## config.mk

```make
export PLATFORM = sky130hd
export DESIGN_NAME = brc_burst_reader
export DESIGN_NICKNAME = d
export VERILOG_FILES = /design/src/rtl/brc_burst_reader.sv
export SDC_FILE = /design/constraint.sdc
export NUM_CORES = 1
export LEC_CHECK = 0
export ABC_AREA = 1
export BUFFER_PORTS_ARGS = -buffer_cell sky130_fd_sc_hd__buf_2
export CAP_MARGIN = 20
export CORE_ASPECT_RATIO = 0.9
export CORE_MARGIN = 3
export CORE_UTILIZATION = 26
export CTS_CLUSTER_DIAMETER = 200
export DETAILED_ROUTE_END_ITERATION = 16
export SLEW_MARGIN = 40
export SYNTH_ARGS = -nofsm -noshare
export SYNTH_HDL_FRONTEND = slang
export SYNTH_SLANG_ARGS = --single-unit
```

## constraint.sdc

```tcl
create_clock -name clk -period 4.3 [get_ports clk]
set_clock_uncertainty 0.15 [all_clocks]
set_input_delay 0.86 -clock clk [delete_from_list [all_inputs] [get_ports clk]]
set_output_delay 0.86 -clock clk [all_outputs]
set_load 0.005 [all_outputs]
```

## src/rtl/brc_burst_reader.sv

```systemverilog
// Burst read controller: fixed-latency memory reads into a credit-limited
// return buffer, drained in address order into the downstream data FIFO.
module brc_burst_reader #(
  parameter int LEN_W  = 8,
  parameter int RD_LAT = 2
) (
  input  logic             clk,
  input  logic             rst,
  input  logic             req_valid,
  output logic             req_ready,
  input  logic [31:0]      req_addr,
  input  logic [LEN_W-1:0] req_len,
  output logic             mem_en,
  output logic [31:0]      mem_addr,
  input  logic [31:0]      mem_rdata,
  input  logic             abt_full_n,
  output logic             brc_in_valid,
  output logic [31:0]      Di,
  output logic             busy,
  output logic             done
);

  localparam int DEPTH = RD_LAT + 2;
  localparam int PW    = $clog2(DEPTH);
  localparam int CW    = $clog2(DEPTH + 1);

  localparam logic [PW-1:0] LAST_PTR = PW'(DEPTH - 1);
  localparam logic [CW:0]   DEPTH_C  = (CW + 1)'(DEPTH);

  typedef enum logic [1:0] {
    IDLE,
    RUN,
    DRAIN,
    DONE
  } state_t;

  state_t state;
  state_t state_nxt;

  logic [LEN_W-1:0] remaining;
  logic [RD_LAT-1:0] pend;
  logic [CW-1:0]    inflight;
  logic [31:0]      rbuf [DEPTH];
  logic [PW-1:0]    wr_ptr;
  logic [PW-1:0]    rd_ptr;
  logic [CW-1:0]    count;
  logic [CW:0]      credit_used;

  logic accept;
  logic wr_en;
  logic pop;
  logic last_issue;
  logic drained;

  assign accept      = req_valid && req_ready;
  assign wr_en       = pend[RD_LAT-1];
  assign pop         = brc_in_valid;
  assign last_issue  = mem_en && (remaining == LEN_W'(1));
  assign credit_used = {1'b0, inflight} + {1'b0, count};

  // Leave DRAIN on the edge that pops the last word so done follows it directly.
  assign drained = (inflight == '0) &&
                   ((count == '0) || ((count == CW'(1)) && pop));

  always_comb begin
    inflight = '0;
    for (int i = 0; i < RD_LAT; i++) begin
      inflight = inflight + CW'(pend[i]);
    end
  end

  always_ff @(posedge clk or posedge rst) begin
    if (rst) begin
      state <= IDLE;
    end else begin
      state <= state_nxt;
    end
  end

  always_comb begin
    state_nxt = state;
    unique case (state)
      IDLE: begin
        if (accept) begin
          state_nxt = (req_len == '0) ? DONE : RUN;
        end
      end
      RUN: begin
        if (last_issue) begin
          state_nxt = DRAIN;
        end
      end
      DRAIN: begin
        if (drained) begin
          state_nxt = DONE;
        end
      end
      DONE: begin
        state_nxt = IDLE;
      end
      default: begin
        state_nxt = IDLE;
      end
    endcase
  end

  always_comb begin
    req_ready = 1'b0;
    busy      = 1'b1;
    done      = 1'b0;
    mem_en    = 1'b0;
    unique case (state)
      IDLE: begin
        req_ready = 1'b1;
        busy      = 1'b0;
      end
      RUN: begin
        mem_en = (remaining != '0) && (credit_used < DEPTH_C);
      end
      DRAIN: begin
        mem_en = 1'b0;
      end
      DONE: begin
        done = 1'b1;
      end
      default: begin
        busy = 1'b1;
      end
    endcase
  end

  always_ff @(posedge clk or posedge rst) begin
    if (rst) begin
      mem_addr  <= '0;
      remaining <= '0;
    end else if (accept) begin
      mem_addr  <= req_addr & ~32'd3;
      remaining <= req_len;
    end else if (mem_en) begin
      mem_addr  <= mem_addr + 32'd4;
      remaining <= remaining - LEN_W'(1);
    end
  end

  // One bit per outstanding read; the top bit marks data on mem_rdata now.
  always_ff @(posedge clk or posedge rst) begin
    if (rst) begin
      pend <= '0;
    end else begin
      pend[0] <= mem_en;
      for (int i = 1; i < RD_LAT; i++) begin
        pend[i] <= pend[i-1];
      end
    end
  end

  always_ff @(posedge clk) begin
    if (wr_en) begin
      rbuf[wr_ptr] <= mem_rdata;
    end
  end

  always_ff @(posedge clk or posedge rst) begin
    if (rst) begin
      wr_ptr <= '0;
      rd_ptr <= '0;
      count  <= '0;
    end else begin
      if (wr_en) begin
        wr_ptr <= (wr_ptr == LAST_PTR) ? '0 : wr_ptr + PW'(1);
      end
      if (pop) begin
        rd_ptr <= (rd_ptr == LAST_PTR) ? '0 : rd_ptr + PW'(1);
      end
      unique case ({wr_en, pop})
        2'b10:   count <= count + CW'(1);
        2'b01:   count <= count - CW'(1);
        default: count <= count;
      endcase
    end
  end

  assign brc_in_valid = (count != '0) && abt_full_n;
  assign Di           = (count != '0) ? rbuf[rd_ptr] : 32'd0;

  a_no_overflow: assert property (
    @(posedge clk) disable iff (rst)
    !(wr_en && (count == CW'(DEPTH)))
  );

endmodule

```

=== Word level (Yosys, flattened, before mapping) ===
Memory sizes are Yosys's and may differ from the RTL's.
Cells that the tools add are included.

* Register bits: 51
* RAM bits: 128
* Input port bits: 76
* Output and inout bits: 69
* Word-level logic and storage cells: 64
* Memories kept: 1

{| class="wikitable"
|+ Memory list
! name !! depth !! width !! rd ports !! clocked after Yosys merged registers in !! write ports !! RTL line !! source
|-
| rbuf || 4 || 32 || 1 || 0 || 1 || 43 || <nowiki>logic [31:0] rbuf [DEPTH];</nowiki>
|}

* Add/sub/neg operators: 8
* Magnitude comparators: 1
* Equal/unequal tests: 12
* Mux-type cells: 19
* Reduce and logical (&&, ||, !) cells: 16

{| class="wikitable"
|+ Operators by type and width
! kind !! number
|-
| 32-bit two-way mux || 3
|-
| 32-bit by 3-bit adder with 32-bit output, second input constant || 1
|-
| 8-bit two-way mux || 2
|-
| 2-bit two-way mux || 6
|-
| 2-bit == test, second input constant || 5
|-
| 8-bit by 1-bit == test with 1-bit output, second input constant || 1
|-
| 8-bit logical NOT || 1
|-
| 2-bit one-hot mux with 4 select lines || 1
|-
| 8-bit nonzero test || 1
|-
| 8-bit by 1-bit subtractor with 8-bit output, second input constant || 1
|-
| 1-bit logical AND || 6
|-
| 3-bit logical NOT || 2
|-
| 1-bit two-way mux || 6
|-
| 2-bit inequality test, second input constant || 3
|-
| 3-bit one-hot mux with 2 select lines || 1
|-
| 2-bit by 1-bit adder with 2-bit output, second input constant || 2
|-
| 3-bit by 3-bit adder with 4-bit output || 1
|-
| 2-bit by 1-bit == test with 1-bit output, second input constant || 2
|-
| 4-bit by 3-bit less-than comparator with 1-bit output, second input constant || 1
|-
| 2-bit nonzero test || 2
|-
| 3-bit by 1-bit adder with 3-bit output, second input constant || 1
|-
| 3-bit by 1-bit == test with 1-bit output, second input constant || 1
|-
| 3-bit AND reduction || 1
|-
| 3-bit nonzero test || 1
|-
| 4 further kinds || 4
|}

=== Longest topological paths before layout ===
* Depth in word-level cells: 8
* Mapped depth: 13
* Depth with buffers taken out: 11

=== Worst setup path after synthesis ===
No wires, ideal clock.

* Path kind: register -> output
* Start: register pend[1]
* End: output port mem_en
* Arrival: 1.404 ns
* Required time: 3.290 ns
* Slack: 1.886 ns
* Stages on the path, launching flop included: 9
* Buffers on the path: 1
* Path through: dfrtp_1 -> clkbuf_1 -> inv_1 -> ha_1 -> nand2_1 -> nor2_1 -> nor2_1 -> o21ai_4 -> inv_1

* Cells in the longest elaborated chain, start to end: 5

{| class="wikitable"
|+ Ends and longest elaborated chain
! item !! RTL line !! source
|-
| from (decl) || 41 || <nowiki>logic [RD_LAT-1:0] pend;</nowiki>
|-
| from (signal, indexed assignment) || 152 || <nowiki>pend[i] <= pend[i-1];</nowiki>
|-
| 1-bit by 1-bit adder with 2-bit output || 68 || <nowiki>inflight = inflight + CW'(pend[i]);</nowiki>
|-
| 3-bit by 3-bit adder with 4-bit output || 59 || <nowiki>assign credit_used = {1'b0, inflight} + {1'b0, count};</nowiki>
|-
| 4-bit by 3-bit less-than comparator with 1-bit output || 118 || <nowiki>mem_en = (remaining != '0) && (credit_used < DEPTH_C);</nowiki>
|-
| 1-bit logical AND || 118 ||
|-
| 1-bit two-way mux || 112 || <nowiki>unique case (state)</nowiki>
|-
| to (decl) || 13 || <nowiki>output logic mem_en,</nowiki>
|}

Every way passes these cells.

=== Worst setup path after layout ===
* Start: register rd_ptr[1]
* End: output port Di[2]

* Cells in the longest elaborated chain, start to end: 2

{| class="wikitable"
|+ Ends and longest elaborated chain
! item !! RTL line !! source
|-
| from (decl) || 45 || <nowiki>logic [PW-1:0] rd_ptr;</nowiki>
|-
| from (signal assigned) || 173 || <nowiki>rd_ptr <= (rd_ptr == LAST_PTR) ? '0 : rd_ptr + PW'(1);</nowiki>
|-
| memory read 4 x 32 bit || -- ||
|-
| 32-bit two-way mux || 184 || <nowiki>assign Di = (count != '0) ? rbuf[rd_ptr] : 32'd0;</nowiki>
|-
| to (decl) || 18 || <nowiki>output logic [31:0] Di,</nowiki>
|}

Every way passes these cells.

==> run_results.csv <==
group,metric,value,unit
run_status,outcome,"finished, final reports clean",
floorplan,rows,62,
drt,drt-total-wl,22500,um
drt,drt_pass1_iterations,5,
logic_synthesis,yosys-top-cells-area,"edfxtp_1 (45%), dfrtp_1 (14%), nor2_1 (9.8%)",
floorplan,start_util,26.6,%
floorplan,die_w,197,um
clock_network,cts_buffers,17,
finish,n_antenna_cell,0,
logic_synthesis,synth_top_family_by_area,"simple AND/OR/NAND/NOR gates",
placement,dpl.hpwl,14300,um
drt,wire_per_inst,15.1,um
logic_synthesis,yosysTopAreaCell,"edfxtp_1",
logic_synthesis,yosys_warnings,0,
drt,drt-initial-drc-count,278,
logic_synthesis,yosys.area_share.simple,23.0,%
clock_network,clock_tree.root_cell,"clkbuf_16",
clock_network,cts.clk_slew.worst_paths,70,ps
clock_network,hold_buffers,0,
worst_setup_path,slowest_stage,"inv_1",
logic_synthesis,synthXorXnorAreaFrac,1.43,%
finish,final_layout_size_suffix_gt1_share,18.8,%
logic_synthesis,synth_seq_cells,177,
logic_synthesis,synthTopCellsByCount,"nor2_1 (224), nand2_1 (195), edfxtp_1 (128)",
global_routing,grt_usage,13.0,%
global_routing,overflow,0,
sta,relSlewSlack,50.1,%
logic_synthesis,synth.avg_cell_area,9.24,sq um
logic_synthesis,synth_edf_count,128,
clock_network,ctsResizeCount,0,
sta,finalCriticalPeriod,3160,ps
clock_network,clock-sinks,177,
worst_setup_path,crit_buf_inv,3,
worst_setup_path,cp_max_fo,18,
sta,hold_violations,0,
power,power_density,680,mW/mm^2
finish,synthToLayoutAreaGrowth,19.5,%
logic_synthesis,async_flop_share,27.7,%
sta,worst_pin_slew,749,ps
worst_setup_path,required,3290,ps
worst_setup_path,path_delay_family,"buffers and inverters",
clock_network,cts_tree,"built",
drt,drc,0,
logic_synthesis,synthCells,926,
sta,fin_setup_tns,0,ps
logic_synthesis,synthAdderAreaFrac,3.07,%
logic_synthesis,synth_compound_area_share,8.30,%
clock_network,postCtsSetupBuffers,0,
global_routing,grt_pass1_wl,35400,um
floorplan,dieArea,0.0351,sq mm
finish,fin_nets,1156,
placement,portBuffers,140,
worst_setup_path,slowest_delay,520,ps
logic_synthesis,synthFlopType,"edfxtp_1",
logic_synthesis,synthMostInstantiatedCell,"nor2_1",
global_routing,grt_max_degree,67,
sta,setup_viol_count_final,0,
drt,num_vias,6675,
sta,timing.fmax,316,MHz
logic_synthesis,yosys.area.top_type_share,44.9,%
power,p_leak,0.00423,uW
drt,drtAntennaViolNets,0,
job,cap_violations,0,
logic_synthesis,synth_area,0.00855,sq mm
logic_synthesis,ys_seq_area_share,59.3,%
min_path,hp-class,"reg -> reg",
clock_network,cts_buffer_depth,2,
sta,drv_slew,0,
worst_setup_path,cp_cell_sequence,"inv_1 > buf_4 > nor2_1 > o21ai_0 > a21oi_1 > buf_2",
floorplan,die_h,178,um
worst_setup_path,worstSetupPathType,"reg -> out",
clock_network,htree_levels,4,
worst_setup_path,arrival,2150,ps
power,ir_drop,309,uV
clock_network,clk-insertion-delay-late,430,ps
finish,fillers,3324,
floorplan,ios,145,
global_routing,antenna_found_initial,0,
placement,routabilityCongestion,0.884,
global_routing,grt_pass1_vias,6541,
logic_synthesis,synthMuxAreaShare,0,%
worst_setup_path,worst_setup_path_end_kind,"output pin",
sta,rsz0062_at_grt,"no",
drt,vias_per_cell,4.49,
logic_synthesis,ys_types,36,
floorplan,core_region_area,0.0322,sq mm
worst_setup_path,worstSetupStartpointType,"flop",
sta,fin_worst_hold_slack,260,ps
sta,fin_crit_sh,73.5,%
cells by family (layout without fill, tap and decap cells):
logic type / after synthesis / in the layout
adders and majority gates: 21 / 21
and+or+nand+nor: 486 / 486
xor gates and xnor gates: 14 / 14
DFF: 177 / 177
other: 1 / 2
AOI/OAI and AO/OA: 133 / 133
buffers and inverters: 94 / 239
state kept, by name, summed over array words and instances (netlist names):
signal / flops
count: 3
pend: 2
rbuf: 128
remaining: 8
mem_addr: 30
state: 2
rd_ptr: 2
wr_ptr: 2
power by group:
group	total, uW	internal (uW)	switching (uW)
logic	2800	1030	1780
registers	2620	2260	361
clock network	1520	808	715
cells in the final DEF, fill, tap and decap left out, drive strengths merged:
cell and instances:
inv 62, xnor2 3, or2 1, conb 2, bufinv 1, buf 151
nand4 4, clkinv 7, nor3 5, nand2 199, o21a 1, a21oi 34
nor2 227, o21bai 1, o211ai 6, nand3 49, o22ai 2, dfrtp 49
nand3b 1, edfxtp 128, xor2 11, ha 21, clkbuf 18, a21o 1
o21ai 88
final timing paths:
check,start,to,slack [ps],cells past startpoint
max in group asynchronous,rst,rd_ptr[0],2870,3
max reg2reg,state[0],mem_addr[9],1770,8
min,pend[0],pend[1],260,0
min in group asynchronous,rst,mem_addr[26],350,2
min reg2reg,pend[0],pend[1],260,0
max,rd_ptr[1],Di[2],1140,6
stage by stage:
step | power (uW) | utilization, % | area [sq um] | worst slack, ps | std cells
5_1_grt | 7560 | 31.7 | 10200 | 891 | 1488
3_5_place_dp | 5520 | 30.0 | 9670 | 1520 | 1456
2_1_floorplan | 4480 | - | 8560 | 1890 | 927
3_3_place_gp | 5460 | 30.0 | 9670 | 1520 | 1456
6_report | 6950 | 31.7 | 10200 | 1140 | 1488
4_1_cts | 7100 | 31.7 | 10200 | 1030 | 1488
layer usage:
metal | share of wire, % | track usage [%]
met5 | 0 | 0
met4 | 1.3 | 3.50
met3 | 5.7 | 2.91
met2 | 48 | 22.4
met1 | 45 | 16.6
layout make-up:
class                      instances  area [sq um]  share of cell area, %
inverter                          56           215                   2.11
clock inverter                    14           126                   1.24
sequential                       177          5070                   49.6
tap                              416           520                   5.09
multi-input combinational        656          3080                   30.1
timing repair buffer             151           783                   7.66
clock buffer                      18           429                   4.20
Note: power is estimated with default switching activity, not from simulation.
